File: config.mk
export PLATFORM = sky130hd
export DESIGN_NAME = mux_select_arbiter
export DESIGN_NICKNAME = d
export VERILOG_FILES = /design/src/rtl/mux_select_arbiter.sv
export SDC_FILE = /design/constraint.sdc
export NUM_CORES = 1
export LEC_CHECK = 0
export ABC_CLOCK_PERIOD_IN_PS = 2600
export CORE_UTILIZATION = 44
export CTS_CLUSTER_DIAMETER = 100
export DETAILED_ROUTE_END_ITERATION = 7
export PLACE_DENSITY = 0.88
export SKIP_LAST_GASP = 1
export SYNTH_ARGS = -nofsm -noshare
export SYNTH_HDL_FRONTEND = slang
export SYNTH_SLANG_ARGS = --single-unit
File: constraint.sdc
create_clock -name clk -period 2.6 [get_ports clk]
set_clock_uncertainty 0.1 [all_clocks]
set_input_delay 0.52 -clock clk [delete_from_list [all_inputs] [get_ports clk]]
set_output_delay 0.52 -clock clk [all_outputs]
set_load 0.01 [all_outputs]
File: src/rtl/mux_select_arbiter.sv
// Round-robin arbiter that drives the select of a 2:1 mux, with break-before-make switching.
// Latency: 1 clk from the sampled req/data to out_data/out_valid.
// Backpressure: none. A requester holds the mux while it requests, up to MAX_HOLD cycles if the other side is waiting.
module mux_select_arbiter #(
    parameter int WIDTH    = 8,
    parameter int MAX_HOLD = 4
) (
    input  logic             clk,
    input  logic             reset,
    input  logic             req_a,
    input  logic             req_b,
    input  logic [WIDTH-1:0] data_a,
    input  logic [WIDTH-1:0] data_b,
    output logic             grant_a,
    output logic             grant_b,
    output logic             control,
    output logic             out_valid,
    output logic [WIDTH-1:0] out_data
);
    localparam logic [1:0] IDLE    = 2'd0;
    localparam logic [1:0] GRANT_A = 2'd1;
    localparam logic [1:0] GRANT_B = 2'd2;
    localparam logic [1:0] SWITCH  = 2'd3;

    localparam int            CW       = (MAX_HOLD > 1) ? $clog2(MAX_HOLD) : 1;
    localparam logic [CW-1:0] HOLD_MAX = CW'(MAX_HOLD - 1);

    logic [1:0]    state;
    logic [1:0]    state_nxt;
    logic [CW-1:0] hold_cnt;
    logic          last;        // 0 = A, 1 = B
    logic          next_owner;  // target of a pending SWITCH
    logic          owner;
    logic          req_own;
    logic          req_oth;
    logic          granted;
    logic          entering;

    assign owner    = (state == GRANT_B);
    assign req_own  = owner ? req_b : req_a;
    assign req_oth  = owner ? req_a : req_b;
    assign granted  = (state == GRANT_A) || (state == GRANT_B);
    assign entering = ((state == IDLE) || (state == SWITCH)) &&
                      ((state_nxt == GRANT_A) || (state_nxt == GRANT_B));

    always_comb begin
        state_nxt = state;
        case (state)
            IDLE: begin
                if (req_a && req_b) begin
                    state_nxt = last ? GRANT_A : GRANT_B;
                end else if (req_a) begin
                    state_nxt = GRANT_A;
                end else if (req_b) begin
                    state_nxt = GRANT_B;
                end
            end
            GRANT_A, GRANT_B: begin
                if (!req_own) begin
                    state_nxt = req_oth ? SWITCH : IDLE;
                end else if (req_oth && (hold_cnt == HOLD_MAX)) begin
                    state_nxt = SWITCH;
                end
            end
            SWITCH:  state_nxt = next_owner ? GRANT_B : GRANT_A;
            default: state_nxt = IDLE;
        endcase
    end

    always_ff @(posedge clk) begin
        if (reset) begin
            state      <= IDLE;
            grant_a    <= 1'b0;
            grant_b    <= 1'b0;
            control    <= 1'b0;
            out_valid  <= 1'b0;
            out_data   <= '0;
            hold_cnt   <= '0;
            last       <= 1'b1;
            next_owner <= 1'b0;
        end else begin
            state     <= state_nxt;
            grant_a   <= (state_nxt == GRANT_A);
            grant_b   <= (state_nxt == GRANT_B);
            out_valid <= 1'b0;

            if (granted) begin
                // The final word of a grant still moves on the cycle we leave.
                if (req_own) begin
                    out_valid <= 1'b1;
                    out_data  <= owner ? data_b : data_a;
                end
                if (hold_cnt != HOLD_MAX) begin
                    hold_cnt <= hold_cnt + CW'(1);
                end
            end

            // Mux select flips when the dead cycle starts, not when the new grant does.
            if (state_nxt == SWITCH) begin
                next_owner <= ~owner;
                control    <= ~owner;
            end

            if (entering) begin
                control  <= (state_nxt == GRANT_B);
                last     <= (state_nxt == GRANT_B);
                hold_cnt <= '0;
            end
        end
    end
endmodule
### Word-level counts from Yosys, hierarchy flattened

Cells that the tools add are included.

| word-level totals | value |
|---|---|
| bits in registers | 18 |
| input port bits | 20 |
| output and inout port bits | 12 |
| logic and storage cells | 48 |

| operators by class | value |
|---|---|
| $add $sub $neg | 1 |
| equality and inequality tests | 8 |
| mux-type cells | 15 |
| bitwise operators | 2 |
| reduce and logical (&&, ||, !) cells | 13 |

Operators by type and width:

| operator | count |
|---|---|
| 2-bit two-way mux | 8 |
| 2-bit equality test (second input constant) | 5 |
| 8-bit two-way mux | 1 |
| 2-bit case mux with 3 select lines | 1 |
| 2-bit OR reduction | 3 |
| 1-bit two-way mux | 5 |
| 2-bit by 1-bit equality test with 1-bit output (second input constant) | 2 |
| 2-bit AND reduction | 2 |
| 1-bit logical AND | 3 |
| 1-bit logical OR | 3 |
| 2-bit by 1-bit adder with 2-bit output (second input constant) | 1 |
| 2-bit logical NOT | 1 |
| 2-bit != test (second input constant) | 1 |
| 1-bit NOT | 2 |
| 2-bit nonzero test | 1 |

### Logic depth before layout (Yosys ltp)

Gate-level depths: netlist of the first run.

| logic depth | value |
|---|---|
| word-level depth | 10 |
| mapped depth | 12 |
| gate-level depth less buffers | 11 |

### Worst setup path before layout of the first run

No wires, ideal clock.

| timing | value |
|---|---|
| path type | reg-to-reg |
| from | reg state[0] |
| to | reg hold_cnt[1] |
| library setup time | 0.129 ns |
| data arrival time | 2.079 ns |
| required time | 2.371 ns |
| slack | 0.292 ns |
| stages on the path, launching flop included | 10 |
| buffers on the path | 0 |
| clock period less this slack | 2.308 ns |
| cells stage by stage | dfxtp_1 > inv_1 > ha_1 > o21ai_0 > o31ai_1 > and2_1 > ha_1 > mux2_2 > a32oi_1 > nor2_1 |

| between the ends | value |
|---|---|
| cells in the longest elaborated chain, start to end | 10 |
| elaborated cells between the ends (all ways) | 23 |
| those cells by class | eq/ne (5); mux (9); reduce/logical (9) |

RTL lines:

| item | line | RTL |
|---|---|---|
| start: declaration | 28 | `logic [1:0] state;` |
| start signal: assignment | 82 | `state <= state_nxt;` |
| 2-bit equality test | 39, 48 |  |
| 1-bit two-way mux | 41 | `assign req_oth = owner ? req_a : req_b;` |
| 1-bit logical AND | 61 | `end else if (req_oth && (hold_cnt == HOLD_MAX)) begin` |
| 2-bit two-way mux | 61 |  |
| 2-bit two-way mux | 59 | `if (!req_own) begin` |
| 2-bit case mux with 3 select lines * | 48 | `case (state)` |
| via state_nxt[1] | 29 | `logic [1:0] state_nxt;` |
| 2-bit by 1-bit equality test with 1-bit output / 2-bit equality test (equally long branches) | 44 | `((state_nxt == GRANT_A) \|\| (state_nxt == GRANT_B));` |
| 1-bit logical OR * | 44 |  |
| 1-bit logical AND * | 43 | `assign entering = ((state == IDLE) \|\| (state == SWITCH)) &&` |
| 2-bit OR reduction (no line) * | n/a |  |
| end signal: assignment | 94 | `hold_cnt <= hold_cnt + CW'(1);` |
| end: declaration | 30 | `logic [CW-1:0] hold_cnt;` |

The timed path passes the listed nets; every way through them passes the cells marked *.
A chain may end at the register's enable or synchronous reset.

### Final worst setup path of the first run

| timing | value |
|---|---|
| from | reg state[1] |
| to | reg hold_cnt[1] |

| between the ends | value |
|---|---|
| cells in the longest elaborated chain, start to end | 10 |
| elaborated cells between the ends (all ways) | 23 |
| those cells by class | eq/ne (5); mux (9); reduce/logical (9) |

RTL lines:

| item | line |
|---|---|
| 2-bit equality test | 39, 42, 48 |
| 1-bit two-way mux | 41 |
| 1-bit logical AND | 61 |
| 2-bit two-way mux | 61 |
| 2-bit two-way mux | 59 |
| 2-bit case mux with 3 select lines | 48 |
| 2-bit by 1-bit equality test with 1-bit output / 2-bit equality test (equally long branches) | 44 |
| 1-bit logical OR | 44 |
| 1-bit logical AND | 43 |
| 2-bit OR reduction (no line) | n/a |

Parallel ways exist; a longest one is shown, timed or not.

==> flow_summary.yaml, run 1 <==
sta:
  rsz0062_at_grt: "no"
  slew_at_the_pin_with_the_worst_max_slew_slack_ns: 0.6450
  min_period_ns: 2.417
  setup-tns-final_ns: 0
  timing.slew.headroom_pct: 56.87
  max_freq_mhz: 413.7
  layout_worst_path_cycle_share_pct: 92.98
  worst_hold_slack_ns: 0.4037
  final-hold-violation-count: 0
  finalSetupViolCount: 0
  timing_max_transition_violations_final: 0
synthesis:
  post_synth_inst_count: 101
  synthesis.nets: 128
  synthTopCellsByCount: "18 x sky130_fd_sc_hd__dfxtp_1, 12 x sky130_fd_sc_hd__nor2_1, 9 x sky130_fd_sc_hd__mux2i_1"
  post-synth-top-count-cell: "sky130_fd_sc_hd__dfxtp_1"
  area_share_of_the_largest_cell_type_after_synthesis_pct: 38.66
  synth.lib_cells_used.distinct: 26
  ys_async_sr_fraction_pct: 0
  synth_top_flop_cell: "sky130_fd_sc_hd__dfxtp_1"
  synth_top_area_cell: "sky130_fd_sc_hd__dfxtp_1"
  ys_seq_elements: 18
  synth_enable_flop_cells: 0
  syn_area_sq_um: 932.1
  ys_seq_area_share_pct: 38.66
  synth.avg_cell_area_sq_um: 9.229
  leading_post_synthesis_cells_by_cell_area: "sky130_fd_sc_hd__dfxtp_1 39%, sky130_fd_sc_hd__mux2i_1 9.7%, sky130_fd_sc_hd__ha_1 9.4%"
  yosys_warnings: 0
clock_network:
  cts_made_buffers: 3
  cts-htree-levels: 1
  cts_hold_repair.buffers: 0
  tritoncts: "yes"
  clk_latency_ns: 0.29
  clkTransAtPathRegs_ns: 0.09
  ctsRootBufferMaster: "sky130_fd_sc_hd__clkbuf_4"
  cts_buffer_depth: 2
  clkSinkCount: 18
hold_path:
  hold_path_depth: 2
  timing.hold.worst.class: "reg2reg"
pwr:
  max-vdd-ir-drop_mv: 0.7374
  post-layout-total-power_mw: 1.669
  p_leak_nw: 0.5236
  pwr_density_cell_mw_per_mm2: 1263
drt:
  detail_route.wirelength_mm: 2.049
  antenna_left: 0
  via_per_inst: 5.210
  drt_pass1_iterations: 4
  first_iter_violations: 13
  routed-via-count: 844
  post-route-drc-count: 0
  post_drt_wl_per_cell_um: 12.65
setup_path:
  worst_ep_arrival_time_ns: 2.48
  endpoint_kind: "flop"
  setup.worst_path.class: "reg2reg"
  worst-r2r-cell-count: 9
  timing.critical_path.from_type: "flop"
  path_max_fanout: 7
  worst_ep_required_time_ns: 2.66
global_routing:
  global_route_wire_length_before_repair_mm: 3.132
  maximum_number_of_pins_on_one_net_before_global_route_repair: 19
  overflow: 0
  first_global_vias: 734
  grt_antenna_before_repair: 0
  gr-usage-all-layers_pct: 19.97
final_layout:
  antenna_cells: 0
  final_core_utilization_pct: 66.67
  final_layout_size_suffix_gt1_share_pct: 12.59
  syn2layout_area_growth_pct: 41.75
  final_design_area_no_fill_sq_mm: 0.001321
  finalNetCount: 164
die:
  design.core.area_sq_mm: 0.001982
  rows: 16
  die_width_um: 48.03
  floorplan.die_area_sq_mm: 0.002306
  top_level_ports: 32
  initial_core_utilization_pct: 47.03
  fp.dieH_um: 48.03
job:
  max_cap_viol_count: 0
placed_design:
  place.port_buffers: 31
  detailed_place.area_sq_mm: 0.001271
  place.detailed.hpwl_mm: 1.546
  routabilityCongestion: 0.7338
status:
  status: "finished clean"
==> sequential cells by signal (all words and copies together), names as in the netlist <==
register	cells
next_owner	1
out_data	8
state	2
control	1
hold_cnt	2
grant_a	1
last	1
out_valid	1
grant_b	1
==> layout by cell type, fill, tap and decap left out, types with 3 or more instances in the layout <==
cell type,count
sky130_fd_sc_hd__clkdlybuf4s50_1,29
sky130_fd_sc_hd__dfxtp_1,16
sky130_fd_sc_hd__nor2_1,12
sky130_fd_sc_hd__mux2i_1,9
sky130_fd_sc_hd__a211oi_1,8
sky130_fd_sc_hd__a21oi_1,7
sky130_fd_sc_hd__ha_1,6
sky130_fd_sc_hd__buf_4,6
sky130_fd_sc_hd__nand2_1,5
sky130_fd_sc_hd__inv_1,4
sky130_fd_sc_hd__nor2b_1,4
sky130_fd_sc_hd__clkbuf_4,3
==> timing repair <==
| item | 4_1_cts | 5_1_grt |
|---|---|---|
| setup endpoints to repair | 1 | 3 |
| pin swaps | 2 | 0 |
| gates resized for setup | 0 | 8 |
| setup buffers | 1 | 0 |
==> path summary, 6_finish.rpt <==
path	end	startpoint	slack, ns
setup reg to reg	hold_cnt[1]$_SDFFE_PP0P_	state[1]$_SDFF_PP0_	0.18
hold / removal	out_data[5]$_SDFFE_PP0P_	out_data[5]$_SDFFE_PP0P_	0.40
setup / recovery	hold_cnt[1]$_SDFFE_PP0P_	state[1]$_SDFF_PP0_	0.18
hold reg to reg	out_data[5]$_SDFFE_PP0P_	out_data[5]$_SDFFE_PP0P_	0.40
==> worst max-delay path, stage by stage, from the launching register on <==
cell                      delay, ns
sky130_fd_sc_hd__dfxtp_2       0.38
sky130_fd_sc_hd__inv_1         0.07
sky130_fd_sc_hd__ha_2          0.39
sky130_fd_sc_hd__o21ai_1       0.13
sky130_fd_sc_hd__o31ai_2       0.28
sky130_fd_sc_hd__nand2_1       0.10
sky130_fd_sc_hd__ha_1          0.32
sky130_fd_sc_hd__mux2_2        0.29
sky130_fd_sc_hd__a32oi_1       0.17
sky130_fd_sc_hd__nor2_1        0.06
==> kinds of logic (layout without fill, tap and decap cells) <==
kind of cell / Yosys count / after routing / share of synthesized area, %
adders and majority gates: 7 / 7 / 9.396
muxes: 10 / 10 / 10.87
DFF: 18 / 18 / 38.66
and+or+nand+nor: 32 / 32 / 17.58
AOI/OAI and AO/OA: 24 / 24 / 17.31
buffers and inverters: 10 / 44 / 6.174
==> metal layers <==
| metal | vias to the layer above | track usage [%] | wire [um] |
|---|---|---|---|
| li1 | 426 | - | - |
| met1 | 399 | 23.98 | 883 |
| met2 | 19 | 33.51 | 1087 |
| met3 | 0 | 6.792 | 78 |
| met4 | 0 | 6.111 | 0 |
| met5 | - | 0 | 0 |
==> where the power goes <==
part	internal, mW	total, mW	switching, mW
combinational	0.544	1.06	0.521
sequential	0.398	0.472	0.0738
clock	0.0538	0.132	0.0782
total	0.996	1.67	0.673
==> cell type report <==
class	instances	area, sq um
multi-input cells	73	526.8
clock buffers	3	22.52
repair buffers	37	360.3
fillers	157	660.6
inverters	4	15.01
flip-flops and latches	18	362.8
well taps	27	33.78
==> metrics by stage <==
stage / setup WS (ns) / cells
after floorplan: 0.2922 / 101
after global placement: -0.06682 / 158
after detailed placement: -0.2702 / 158
after CTS: 0.001108 / 162
after global routing: 0.03671 / 162
final: 0.1826 / 162
Note: power is estimated with default switching activity, not from simulation.
==> inputs of run 2 (changes only) <==
--- a/config.mk
+++ b/config.mk
@@ -7,9 +7,9 @@
 export LEC_CHECK = 0
 export ABC_CLOCK_PERIOD_IN_PS = 2600
 export CORE_UTILIZATION = 44
-export CTS_CLUSTER_DIAMETER = 100
 export DETAILED_ROUTE_END_ITERATION = 7
 export PLACE_DENSITY = 0.88
+export RECOVER_POWER = 100
 export SKIP_LAST_GASP = 1
 export SYNTH_ARGS = -nofsm -noshare
 export SYNTH_HDL_FRONTEND = slang
==> flow_summary.yaml, run 2 (synthesized netlist as in run 1, its figures left out) <==
sta:
  rsz0062_at_grt: "no"
  timing_max_transition_violations_final: 0
  layout_worst_path_cycle_share_pct: 93.26
  max_freq_mhz: 412.4
  setup-tns-final_ns: 0
  slew_at_the_pin_with_the_worst_max_slew_slack_ns: 0.7350
  finalSetupViolCount: 0
  timing.slew.headroom_pct: 51.00
  min_period_ns: 2.425
  final-hold-violation-count: 0
global_routing:
  global_route.usage.met3_pct: 6.792
  grt_antenna_before_repair: 0
  first_global_vias: 734
  maximum_number_of_pins_on_one_net_before_global_route_repair: 19
  overflow: 0
  globalRouteMet1Util_pct: 23.98
  grt.busiest_layer: "met2"
  global_route_wire_length_before_repair_mm: 3.132
  gr-usage-all-layers_pct: 19.97
  met2_usage_pct: 33.51
die:
  die_width_um: 48.03
  top_level_ports: 32
  floorplan.die_area_sq_mm: 0.002306
  fp.dieH_um: 48.03
  design.core.area_sq_mm: 0.001982
  initial_core_utilization_pct: 47.03
  rows: 16
final_layout:
  combined_area_of_the_multi_input_logic_cells_sq_um: 526.8
  reg.largest.list: "out_data (8), hold_cnt (2), state (2)"
  final_design_area_no_fill_sq_mm: 0.001318
  fillCellCount: 159
  antenna_cells: 0
  finalNetCount: 164
  post_layout_nonfiller_instances: 162
  seq_area_sq_um: 362.8
  final_common_cell: "sky130_fd_sc_hd__clkdlybuf4s50_1"
  final_layout_size_suffix_gt1_share_pct: 11.85
  largest_reg_flops: 8
  layout_common_cells: "17 x sky130_fd_sc_hd__clkdlybuf4s50_1, 16 x sky130_fd_sc_hd__dfxtp_1, 12 x sky130_fd_sc_hd__nor2_1, 12 x sky130_fd_sc_hd__dlygate4sd3_1, 9 x sky130_fd_sc_hd__mux2i_1"
  syn2layout_area_growth_pct: 41.34
  largest_register: "out_data"
  final_core_utilization_pct: 66.48
clock_network:
  ctsRootBufferMaster: "sky130_fd_sc_hd__clkbuf_4"
  cts_hold_repair.buffers: 0
  clk_latency_ns: 0.28
  cts-htree-levels: 1
  clkSinkCount: 18
  cts_made_buffers: 3
  cts_buffer_depth: 2
  tritoncts: "yes"
  clkTransAtPathRegs_ns: 0.09
drt:
  post-route-drc-count: 0
  via_per_inst: 5.167
  drt_pass1_iterations: 4
  first_iter_violations: 13
  post_drt_wl_per_cell_um: 12.52
  routed-via-count: 837
  detail_route.wirelength_mm: 2.028
  antenna_left: 0
setup_path:
  timing.critical_path.from_type: "flop"
  path_max_fanout: 7
  endpoint_kind: "flop"
  setup.worst_path.class: "reg2reg"
  worst_ep_required_time_ns: 2.66
  worst_ep_arrival_time_ns: 2.48
placed_design:
  inst_count_dp: 158
  place.port_buffers: 31
  place.detailed.hpwl_mm: 1.546
  detailed_place.area_sq_mm: 0.001271
  routabilityCongestion: 0.7338
pwr:
  p_leak_nw: 0.5526
  post-layout-total-power_mw: 1.628
  max-vdd-ir-drop_mv: 0.7054
  pwr_density_cell_mw_per_mm2: 1236
hold_path:
  timing.hold.worst.class: "reg2reg"
status:
  status: "finished clean"
job:
  max_cap_viol_count: 0
-- run 2: changes by cell type in the layout (fill, tap and decap cells not counted), sizes merged --
cell / delta
clkdlybuf4s50: -12
clkbuf: +1
buf: -1
dlygate4sd3: +12
-- run 2: layout make-up --
class | instances | share of cell area [%]
Timing Repair Buffer | 37 | 27.07
Tap cell | 27 | 2.564
Clock buffer | 3 | 1.709
Inverter | 4 | 1.140
Multi-Input combinational cell | 73 | 39.98
Sequential cell | 18 | 27.54
-- run 2: layer usage --
metal / wire length, um / up-vias / share of wire [%]
li1: - / 424 / -
met1: 852 / 394 / 42
met2: 1098 / 19 / 54
met3: 78 / 0 / 3.8
met4: 0 / 0 / 0
met5: 0 / - / 0
-- run 2: report_power, final --
group / total (mW) / switching, mW / leakage, nW / internal (mW)
logic: 1.03 / 0.518 / 0.390 / 0.512
registers: 0.468 / 0.0701 / 0.149 / 0.398
clock network: 0.130 / 0.0759 / 0.0138 / 0.0538
-- run 2: final timing paths --
check	start	to	slack (ns)	cells past startpoint
worst min-delay path	out_data[6]$_SDFFE_PP0P_	out_data[6]$_SDFFE_PP0P_	0.40	2
worst max register to register	state[1]$_SDFF_PP0_	hold_cnt[1]$_SDFFE_PP0P_	0.18	9
worst max-delay path	state[1]$_SDFF_PP0_	hold_cnt[1]$_SDFFE_PP0P_	0.18	9
worst min register to register	out_data[6]$_SDFFE_PP0P_	out_data[6]$_SDFFE_PP0P_	0.40	2
-- run 2: worst max-delay path, cell delays in order (launching register included) --
cell	delay, ns
sky130_fd_sc_hd__dfxtp_2	0.38
sky130_fd_sc_hd__inv_1	0.07
sky130_fd_sc_hd__ha_2	0.39
sky130_fd_sc_hd__o21ai_1	0.13
sky130_fd_sc_hd__o31ai_2	0.28
sky130_fd_sc_hd__nand2_1	0.10
sky130_fd_sc_hd__ha_1	0.32
sky130_fd_sc_hd__mux2_2	0.28
sky130_fd_sc_hd__a32oi_1	0.17
sky130_fd_sc_hd__nor2_1	0.06
-- run 2: through the flow --
stage / hold WS, ns / setup slack (ns)
2_1_floorplan: 0.3575 / 0.2922
3_3_place_gp: 0.3698 / -0.06682
3_5_place_dp: 0.3921 / -0.2702
4_1_cts: 0.4031 / 0.001108
5_1_grt: 0.4260 / 0.03671
6_report: 0.3993 / 0.1751
-- run 2: timing repair --
action	in CTS	in global routing
gates resized for setup	0	8
pin swaps	2	0
buffers inserted	1	0
endpoints found under the setup margin	1	3
